`config.mk`:
```
export PLATFORM = sky130hd
export DESIGN_NAME = door_input_conditioner
export DESIGN_NICKNAME = d
export VERILOG_FILES = /design/src/rtl/door_pkg.sv /design/src/rtl/door_debounce_ch.sv /design/src/rtl/door_input_conditioner.sv
export SDC_FILE = /design/constraint.sdc
export NUM_CORES = 1
export LEC_CHECK = 0
export ABC_AREA = 1
export CORE_ASPECT_RATIO = 1.4
export CORE_MARGIN = 2
export CORE_UTILIZATION = 57
export CTS_BUF_LIST = sky130_fd_sc_hd__clkbuf_16
export CTS_CLUSTER_SIZE = 14
export DETAILED_ROUTE_END_ITERATION = 6
export GPL_TIMING_DRIVEN = 0
export HOLD_SLACK_MARGIN = 0.02
export PLACE_DENSITY_LB_ADDON = 0.05
export SYNTH_ARGS = -nofsm -noshare
export SYNTH_HDL_FRONTEND = slang
export SYNTH_SLANG_ARGS = --single-unit
```
`constraint.sdc`:
```
create_clock -name clk -period 2.9 [get_ports clk]
set_input_delay 0.29 -clock clk [delete_from_list [all_inputs] [get_ports clk]]
set_output_delay 0.29 -clock clk [all_outputs]
set_load 0.05 [all_outputs]
```
`src/rtl/door_pkg.sv`:
```
// Shared constants for the door input conditioner: channel indices and default debounce depth.
// The optional glitch counter is enabled by DOOR_COND_GLITCH_CNT_EN (see door_input_conditioner).
package door_pkg;

    localparam int NUM_CH          = 4;
    localparam int CH_SEN          = 0;
    localparam int CH_SE           = 1;
    localparam int CH_LA           = 2;
    localparam int CH_LC           = 3;
    localparam int DEB_CYCLES_DEF  = 16;
    localparam int SYNC_STAGES_DEF = 2;

endpackage

```
`src/rtl/door_debounce_ch.sv`:
```
// One conditioned input: multi-flop synchroniser, debounce counter and stable level,
// plus strobes for an imminent stable-level change and for an aborted bounce.
module door_debounce_ch #(
    parameter int DEB_CYCLES  = 16,
    parameter int SYNC_STAGES = 2
) (
    input  logic clk,
    input  logic rst_n,
    input  logic ena,
    input  logic raw_i,
    output logic stable_o,
    output logic upd_o,
    output logic abort_o
);

    localparam int CW = (DEB_CYCLES > 1) ? $clog2(DEB_CYCLES) : 1;
    localparam logic [CW-1:0] CNT_MAX = CW'(DEB_CYCLES - 1);

    logic [SYNC_STAGES-1:0] sync_q;
    logic [CW-1:0]          cnt_q, cnt_d;
    logic                   stable_q, stable_d;
    logic                   sync_w;

    assign sync_w = sync_q[SYNC_STAGES-1];

    // upd_o fires on the enabled edge that will flip the stable level.
    assign upd_o   = ena && (sync_w != stable_q) && (cnt_q == CNT_MAX);
    assign abort_o = ena && (sync_w == stable_q) && (cnt_q != '0);

    always_comb begin
        cnt_d    = cnt_q;
        stable_d = stable_q;
        if (ena) begin
            if (sync_w == stable_q) begin
                cnt_d = '0;
            end else if (cnt_q == CNT_MAX) begin
                stable_d = sync_w;
                cnt_d    = '0;
            end else begin
                cnt_d = cnt_q + 1'b1;
            end
        end
    end

    always_ff @(posedge clk or negedge rst_n) begin
        if (!rst_n) begin
            sync_q   <= '0;
            cnt_q    <= '0;
            stable_q <= 1'b0;
        end else begin
            sync_q   <= {sync_q[SYNC_STAGES-2:0], raw_i};
            cnt_q    <= cnt_d;
            stable_q <= stable_d;
        end
    end

    assign stable_o = stable_q;

endmodule

```
`src/rtl/door_input_conditioner.sv`:
```
// Conditions the Sen/SE/LA/LC door inputs and derives sen_rise and a sticky limit fault.
// Define DOOR_COND_GLITCH_CNT_EN to build the saturating aborted-bounce counter.
module door_input_conditioner
    import door_pkg::*;
#(
    parameter int DEB_CYCLES  = DEB_CYCLES_DEF,
    parameter int SYNC_STAGES = SYNC_STAGES_DEF
) (
    input  logic              clk,
    input  logic              rst_n,
    input  logic              ena,
    input  logic [NUM_CH-1:0] raw_in,
    input  logic              fault_clr,
    output logic [NUM_CH-1:0] clean_out,
    output logic              sen_rise,
    output logic              limit_fault,
    output logic [7:0]        glitch_cnt
);

    logic [NUM_CH-1:0] stable_w, upd_w, abort_w;
    logic              sen_rise_q, sen_rise_d;
    logic              fault_q, fault_d;
    logic              both_limits_w;

    for (genvar g = 0; g < NUM_CH; g++) begin : g_ch
        door_debounce_ch #(
            .DEB_CYCLES (DEB_CYCLES),
            .SYNC_STAGES(SYNC_STAGES)
        ) u_ch (
            .clk     (clk),
            .rst_n   (rst_n),
            .ena     (ena),
            .raw_i   (raw_in[g]),
            .stable_o(stable_w[g]),
            .upd_o   (upd_w[g]),
            .abort_o (abort_w[g])
        );
    end

    assign both_limits_w = stable_w[CH_LA] && stable_w[CH_LC];

    // Raising sen_rise on the same edge that lifts the stable level keeps them aligned.
    always_comb begin
        sen_rise_d = upd_w[CH_SEN] && !stable_w[CH_SEN];
        fault_d    = fault_q;
        if (both_limits_w) begin
            fault_d = 1'b1;
        end else if (ena && fault_clr) begin
            fault_d = 1'b0;
        end
    end

    always_ff @(posedge clk or negedge rst_n) begin
        if (!rst_n) begin
            sen_rise_q <= 1'b0;
            fault_q    <= 1'b0;
        end else begin
            sen_rise_q <= sen_rise_d;
            fault_q    <= fault_d;
        end
    end

`ifdef DOOR_COND_GLITCH_CNT_EN
    logic [7:0] glitch_q, glitch_d;

    always_comb begin
        glitch_d = glitch_q;
        if ((|abort_w) && (glitch_q != 8'hFF)) begin
            glitch_d = glitch_q + 8'd1;
        end
    end

    always_ff @(posedge clk or negedge rst_n) begin
        if (!rst_n) begin
            glitch_q <= 8'd0;
        end else begin
            glitch_q <= glitch_d;
        end
    end

    assign glitch_cnt = glitch_q;
`else
    logic unused_abort;
    assign unused_abort = ^abort_w;
    assign glitch_cnt   = 8'd0;
`endif

    assign clean_out   = stable_w;
    assign sen_rise    = sen_rise_q;
    assign limit_fault = fault_q;

endmodule

```
== After elaboration in Yosys (flattened, before gate mapping) ==
Index checks and enable logic that the tools add are counted.

* Register bits after elaboration: 30
* Input port bits: 8
* Output and inout port bits: 14

* Add/sub/neg operators: 4
* Eq/ne operators: 9
* Mux-type cells: 10
* Bitwise gates (word level): 4
* Reductions and logical operators: 11

{| class="wikitable"
|+ Operators by type and width
! cell !! number
|-
| $mux 4 || 8
|-
| $add 4x1->4 const B || 4
|-
| $eq 4x4->1 const B || 4
|-
| $reduce_and 3->1 || 4
|-
| $logic_and 1x1->1 || 5
|-
| $eq 1x1->1 || 4
|-
| $not 1->1 || 4
|-
| $mux 1 || 2
|-
| $reduce_bool 2->1 || 1
|-
| $logic_not 1->1 || 1
|-
| $ne 1x1->1 || 1
|}

== Longest topological paths before layout ==
Gate-level depths: netlist of the first run.

* Depth in word-level cells: 4
* Gate-level depth with buffers: 6
* Gate-level depth less buffers: 6

== Hierarchy ==
A second synthesis of the first run with hierarchy kept.

* Cell total of the unflattened synthesis: 205
* Area, all modules: 1652.8 µm²

{| class="wikitable"
|+ Modules (own cells, without submodules)
! module !! times used !! cells an instance !! area an instance (µm²) !! sequential area each (µm²)
|-
| door_debounce_ch || 4 || 47 || 379.1 || 175.2
|-
| door_input_conditioner || 1 || 17 || 136.4 || 50.0
|}

== Worst setup path after synthesis of the first run ==
Ideal clock, no wire load.

* Path kind: reg-to-reg
* From: register g_ch[1].u_ch.cnt_q[0]
* To: register g_ch[1].u_ch.cnt_q[0]
* Arrival: 965 ps
* Required time: 2835 ps
* Slack: 1870 ps
* Stages on the path, launching flop included: 7
* Cells stage by stage: dfrtp_1 ha_1 nand3_1 inv_1 nor2_1 nand2_1 nand2_1

* Word-level cells in the longest chain between the ends: 3
* Elaborated cells between the ends (all ways): 4
* Classes of those cells: 1 x add/sub; 1 x eq/ne; 2 x mux

{| class="wikitable"
|+ RTL lines
! item !! line !! RTL
|-
| from (decl) || door_debounce_ch.sv:20 || <nowiki>logic [CW-1:0] cnt_q, cnt_d;</nowiki>
|-
| from (signal assigned) || door_debounce_ch.sv:52 || <nowiki>cnt_q <= cnt_d;</nowiki>
|-
| $add 4x1->4 or $eq 4x4->1 (tied branches) || n/a ||
|-
| $mux 4 * || door_debounce_ch.sv:36 || <nowiki>end else if (cnt_q == CNT_MAX) begin</nowiki>
|-
| $mux 4 * || door_debounce_ch.sv:34 || <nowiki>if (sync_w == stable_q) begin</nowiki>
|}

Every way passes the cells marked *; elsewhere a longest branch is shown, timed or not.
A chain may end at the register's enable or synchronous reset.

== Final worst setup path of the first run ==
* From: register g_ch[1].u_ch.stable_q
* To: output port clean_out[1]

{| class="wikitable"
|+ RTL lines
! item !! line !! RTL
|-
| from (decl) || door_debounce_ch.sv:21 || <nowiki>logic stable_q, stable_d;</nowiki>
|-
| from (signal assigned) || door_debounce_ch.sv:53 || <nowiki>stable_q <= stable_d;</nowiki>
|-
| to (decl) || door_input_conditioner.sv:14 || <nowiki>output logic [NUM_CH-1:0] clean_out,</nowiki>
|}

No word-level cell between the ends.

==> run summary, run 1 <==
• share of post-route cells with drive strength above 1: 17.9%
• setup repair after global routing missed its margin: no
• worst setup timing slack at the placement stage: 1.03 ns
• CP Capture Type: output pin
• Final setup viols: 0
• sequential share of power: 44.6%
• # hold bufs at CTS: 0
• number of top-level pins: 22
• DIE AREA: 3090 um2
• combinational cell fraction of total power: 10.6%
• post-CTS setup buffer count: 0
• count of final max-slew check failures: 0
• number of distinct library cells after synthesis: 20
• required time reported for the critical path endpoint: 2.61 ns
• number of flip-flops and latches in the synthesized netlist: 30
• Die Span X: 47.5 um
• run status: finished, final reports clean
• Layout Skew: 0.00484 ns
• die span in y: 64.9 um
• number of sinks driven by the clock tree: 30
• Routed WL: 2.53 mm
• sum of internal, switching and leakage power: 1.06 mW
• Setup WS post-layout: 1.04 ns
• minimum hold slack: 0.0443 ns
• number of instances in the synthesized netlist: 174
• maximum number of buffers from clock root to sink: 2
• global-route wire length before repair: 4.47 mm
• static leakage: 0.928 nW
• synthesis warning total: 0
• H-tree depth: 2
• CTS clk-pin slew, worst paths: 0.05 ns
• latest clock arrival within the worst-skew pair: 0.27 ns
• routed length per instance: 10.7 um
• Startpoint Class: flop
• layout overhead on the synthesized area: 21.4%
• area of the core: 2560 um2
• sequential share of the synthesized area: 49.7%
• worst slew slack as a fraction of its limit: 57.1%
• number of detailed-route iterations in the first pass: 4
• TritonCTS clock tree: done
• transition at the pin with the smallest max-transition slack: 0.643 ns
• antenna violations before repair: 0
• final count of hold timing violations: 0
• number of DRC violations after detailed routing: 0
• post-cts sizing count: 0
• switching share of power: 24.8%
• combined global-route utilization of all metal layers: 20.6%
• HP Class: input port to async pin
• vias in the first global route: 1106
• largest net degree at the start of global routing: 31
• maxcap violations: 0
• Max rail drop VDD: 0.510 mV
• switching power: 0.262 mW
• total gr overflow: 0
• post-detailed-route via-to-cell ratio: 4.62
• number of violations reported at the end of detailed-routing iteration 0: 21
• cell row count: 22
• Inserted Clock Buffers: 5
• post-route antenna net violation count: 0
• Root Buffer: clkbuf_16
• Max Freq: 538 MHz
• power per cell area: 577 nW/um2
• crit path max fanout: 4
• shortest period the worst path allows: 1.86 ns
• internal power contribution: 0.796 mW
• number of buffer cells added on primary ports: 12
• Post-Synthesis Cell Area: 1510 um2
• vias after detailed routing: 1094
• worst path arrival time: 1.57 ns
• fin crit share: 64.1%
• fraction of power consumed by the clock network: 44.8%
• Sum Neg Setup Slack: 0 ns
• mean area per synthesized cell: 8.69 um2
• post-layout net count: 212
• ant diodes: 0
• Starting Density: 59.0%
• final estimated routing congestion in global placement: 0.747
• kind of critical path: flop to output pin
• post-detail-place hpwl: 1.83 mm
[registers in the layout (all words and copies together) (netlist names)]
| signal | cells |
|---|---|
| sen_rise | 1 |
| limit_fault | 1 |
| g_ch.u_ch.cnt_q | 16 |
| g_ch.u_ch.stable_o | 4 |
| g_ch.u_ch.sync_q | 8 |
[final timing paths]
| check | slack (ns) | to | start | depth (start not counted) |
|---|---|---|---|---|
| setup / recovery | 1.04 | clean_out[1] | g_ch[1].u_ch.stable_o | 2 |
| hold reg to reg | 0.34 | g_ch[3].u_ch.sync_q[1] | g_ch[3].u_ch.sync_q[0] | 0 |
| max in group asynchronous | 2.43 | g_ch[2].u_ch.stable_o | rst_n | 1 |
| hold / removal | 0.04 | g_ch[0].u_ch.cnt_q[2] | rst_n | 1 |
| setup reg to reg | 1.76 | g_ch[1].u_ch.cnt_q[0] | g_ch[1].u_ch.cnt_q[0] | 6 |
| min in group clk | 0.34 | g_ch[3].u_ch.stable_o | ena | 3 |
[per-stage QoR]
| stage | area (um2) | util [%] | instances |
|---|---|---|---|
| finish | 1840 | 71.7 | 237 |
| global route | 1840 | 71.7 | 237 |
| CTS | 1840 | 71.9 | 237 |
| detailed placement | 1700 | 66.5 | 229 |
| global placement | 1700 | 66.5 | 229 |
| floorplan | 1540 | - | 181 |
[cells in the mapped netlist]
library cell	n	area [um2]
nor2_1	3	11.3
o21ai_1	4	20.0
nor2_4	4	45.0
nand3_1	6	30.0
nand4_1	4	25.0
inv_1	21	78.8
ha_1	4	50.1
o21ai_0	6	30.0
buf_4	12	90.1
xnor2_1	4	35.0
conb_1	1	3.75
nor2_2	3	18.8
buf_6	2	22.5
inv_4	1	6.26
a21oi_1	1	5.00
nand2_2	3	18.8
nor3_1	1	5.00
dfrtp_1	30	751
nand3_2	4	40.0
nand2_1	60	225
[placed cells by master, fill, tap and decap left out]
cell             instances
nor2_2                   3
inv_1                   22
nor3_1                   1
nand2_2                  3
clkbuf_16                5
buf_4                   12
a21oi_1                  1
buf_2                    1
dfrtp_1                 30
nand2_1                 60
o21ai_1                  4
nor2_1                   3
inv_4                    1
clkinv_1                 1
xnor2_1                  4
buf_6                    2
conb_1                   8
nand4_1                  4
nand3_1                  6
nor2_4                   4
nand3_2                  4
o21ai_0                  6
clkinv_2                 1
ha_1                     4
clkdlybuf4s50_1         11
[area by class of cell]
cell class / instances / area, um2
timing repair buffer: 12 / 115
buffer: 14 / 113
multi-input combinational: 115 / 589
clock buffer: 5 / 125
fill: 205 / 724
tap: 36 / 45.0
inverter: 22 / 85.1
sequential: 30 / 751
clock inverter: 3 / 12.5
[metal layers]
layer	global-route usage [%]	wire length, um	up-vias
li1	-	-	564
met1	23.5	1090	498
met5	0	0	-
met2	33.1	1280	25
met3	7.24	103	7
met4	9.03	59	0
[critical path, cell delays in order (launching register included)]
cell	delay, ns
dfrtp_1	0.39
buf_4	0.12
clkdlybuf4s50_1	0.78
[cell families (layout without fill, tap and decap cells)]
kind of cell | after synthesis | in the layout | share of synthesized area [%]
adder cells (fa/ha/maj) | 4 | 4 | 3.31
flip-flops | 30 | 30 | 49.7
XOR/XNOR | 4 | 4 | 2.32
other | 1 | 8 | 0.248
buffers and inverters | 36 | 56 | 13.1
AND/OR/NAND/NOR | 88 | 88 | 27.7
AO/OA/AOI/OAI | 11 | 11 | 3.64
[power groups by stage]
stage | Combinational, mW | Sequential (mW) | Clock [mW]
finish | 0.112 | 0.473 | 0.474
global route | 0.127 | 0.477 | 0.502
CTS | 0.114 | 0.472 | 0.483
detailed placement | 0.114 | 0.479 | 0
global placement | 0.109 | 0.476 | 0
floorplan | 0.0857 | 0.473 | 0
Note: power is estimated with default switching activity, not from simulation.
==> run 2: changes to the inputs <==
--- a/config.mk
+++ b/config.mk
@@ -8,7 +8,7 @@
 export ABC_AREA = 1
 export CORE_ASPECT_RATIO = 1.4
 export CORE_MARGIN = 2
-export CORE_UTILIZATION = 57
+export CORE_UTILIZATION = 48
 export CTS_BUF_LIST = sky130_fd_sc_hd__clkbuf_16
 export CTS_CLUSTER_SIZE = 14
 export DETAILED_ROUTE_END_ITERATION = 6
==> constraint.sdc (replaced) <==
create_clock -name clk -period 1.51 [get_ports clk]
set_input_delay 0.151 -clock clk [delete_from_list [all_inputs] [get_ports clk]]
set_output_delay 0.151 -clock clk [all_outputs]
set_load 0.05 [all_outputs]
==> run 2 against run 1 <==
  * Combinational power rose by 92%
  * Non-clock buffer count rose by 1
  * Critical path depth unchanged
  * Via count up 1.5%
  * Routed wire length up 2.3%
  * Critical path type unchanged
  * Critical endpoint is now clean_out[0]
  * Largest cell class unchanged
  * Highest routed layer unchanged
==> run summary, run 2 (synthesis results as in run 1) <==
• static leakage: 0.961 nW
• number of sinks driven by the clock tree: 30
• fill cell count: 284
• post-detailed-route via-to-cell ratio: 4.63
• commonest non-fill, non-tap cell in the layout: nand2_1
• Routed WL: 2.59 mm
• vias in the first global route: 1150
• count of final max-slew check failures: 0
• transition at the pin with the smallest max-transition slack: 0.646 ns
• combined global-route utilization of all metal layers: 17.1%
• maximum number of buffers from clock root to sink: 2
• Starting Density: 49.3%
• worst setup timing slack at the placement stage: -0.220 ns
• vias after detailed routing: 1110
• share of post-route cells with drive strength above 1: 17.4%
• CTS clk-pin slew, worst paths: 0.05 ns
• post-CTS setup buffer count: 0
• Startpoint Class: flop
• fin crit share: 96.0%
• antenna violations before repair: 0
• crit path max fanout: 5
• number of detailed-route iterations in the first pass: 4
• Final setup viols: 0
• Die Span X: 51.4 um
• post-route antenna net violation count: 0
• ant diodes: 0
• power per cell area: 1090 nW/um2
• final estimated routing congestion in global placement: 0.772
• minimum hold slack: 0.209 ns
• total area of sequential cells: 751 um2
• final count of hold timing violations: 0
• largest net degree at the start of global routing: 31
• Layout Skew: 0.00505 ns
• number of top-level pins: 22
• post-detail-place hpwl: 1.89 mm
• global-route wire length before repair: 4.64 mm
• number of DRC violations after detailed routing: 0
• worst slew slack as a fraction of its limit: 57.0%
• top register by number of flip-flops: g_ch.u_ch.cnt_q
• number of placed instances, taps included: 232
• Layout Cells excl Fill: 240
• latest clock arrival within the worst-skew pair: 0.26 ns
• required time reported for the critical path endpoint: 1.36 ns
• Max Freq: 690 MHz
• total gr overflow: 0
• routed length per instance: 10.8 um
• Setup WS post-layout: 0.0598 ns
• die span in y: 70.4 um
• shortest period the worst path allows: 1.45 ns
• kind of critical path: flop to output pin
• setup repair after global routing missed its margin: no
• Inserted Clock Buffers: 5
• H-tree depth: 2
• cell row count: 24
• core utilization of the finished layout: 60.0%
• HP Class: input port to flop
• CP Capture Type: output pin
• number of violations reported at the end of detailed-routing iteration 0: 18
• number of buffer cells added on primary ports: 12
• Max rail drop VDD: 0.677 mV
• Multi-input gate area: 589 um2
• post-layout net count: 213
• commonest cells after routing, fill and taps aside: nand2_1, dfrtp_1, inv_1
• DIE AREA: 3620 um2
• Root Buffer: clkbuf_16
• TritonCTS clock tree: done
• layout overhead on the synthesized area: 21.5%
• flip-flop count of the largest register, all copies and words added: 16
• area of the core: 3060 um2
• run status: finished, final reports clean
• maxcap violations: 0
• worst path arrival time: 1.30 ns
[run 2: metrics by stage]
step | area [um2] | total power, mW | setup TNS, ns
floorplan | 1540 | 1.07 | 0
global placement | 1710 | 1.13 | -6.64
detailed placement | 1710 | 1.14 | -6.54
CTS | 1830 | 2.04 | 0
global route | 1840 | 2.10 | 0
finish | 1840 | 2.00 | 0
[run 2: what timing repair did]
| item | CTS | global route |
|---|---|---|
| endpoints found under the setup margin | 6 | 0 |
| hold endpoints to repair | 0 | 30 |
| gates resized for setup | 6 | 0 |
| hold buffers | 0 | 1 |
[run 2: final cells by class]
class / count / share of cell area (%)
buffer: 14 / 6.13
clock buffer: 5 / 6.81
clock inverter: 2 / 0.409
inverter: 22 / 4.63
multi-input combinational: 115 / 32.1
sequential: 30 / 40.9
tap: 39 / 2.66
timing repair buffer: 13 / 6.40
[run 2: critical path: stages (launching register included)]
cell and delay [ns]:
dfrtp_1 0.40, buf_4 0.13, dlygate4sd2_1 0.51
[run 2: routing by layer]
| layer | part of all wire (%) | track usage (%) |
|---|---|---|
| met5 | 0 | 0 |
| met3 | 3.9 | 5.34 |
| met1 | 41 | 17.2 |
| met2 | 54 | 31.5 |
| met4 | 0.66 | 6.43 |
[run 2: worst paths after layout]
check,startpoint,slack [ns],depth (start not counted),endpoint
max in group asynchronous,rst_n,0.63,2,g_ch[2].u_ch.cnt_q[1]
worst max register to register,g_ch[0].u_ch.cnt_q[0],0.36,6,g_ch[0].u_ch.stable_o
worst min-delay path,ena,0.21,3,g_ch[3].u_ch.stable_o
worst max-delay path,g_ch[0].u_ch.stable_o,0.06,2,clean_out[0]
min in group asynchronous,rst_n,0.46,2,g_ch[0].u_ch.cnt_q[2]
worst min register to register,g_ch[2].u_ch.sync_q[0],0.34,0,g_ch[2].u_ch.sync_q[1]
[run 2: power by group]
group          switching, mW  leakage (nW)  internal [mW]
Sequential            0.0541         0.392          0.855
Combinational          0.132         0.497         0.0825
Clock                  0.292        0.0723          0.585
Total                  0.479         0.961           1.52
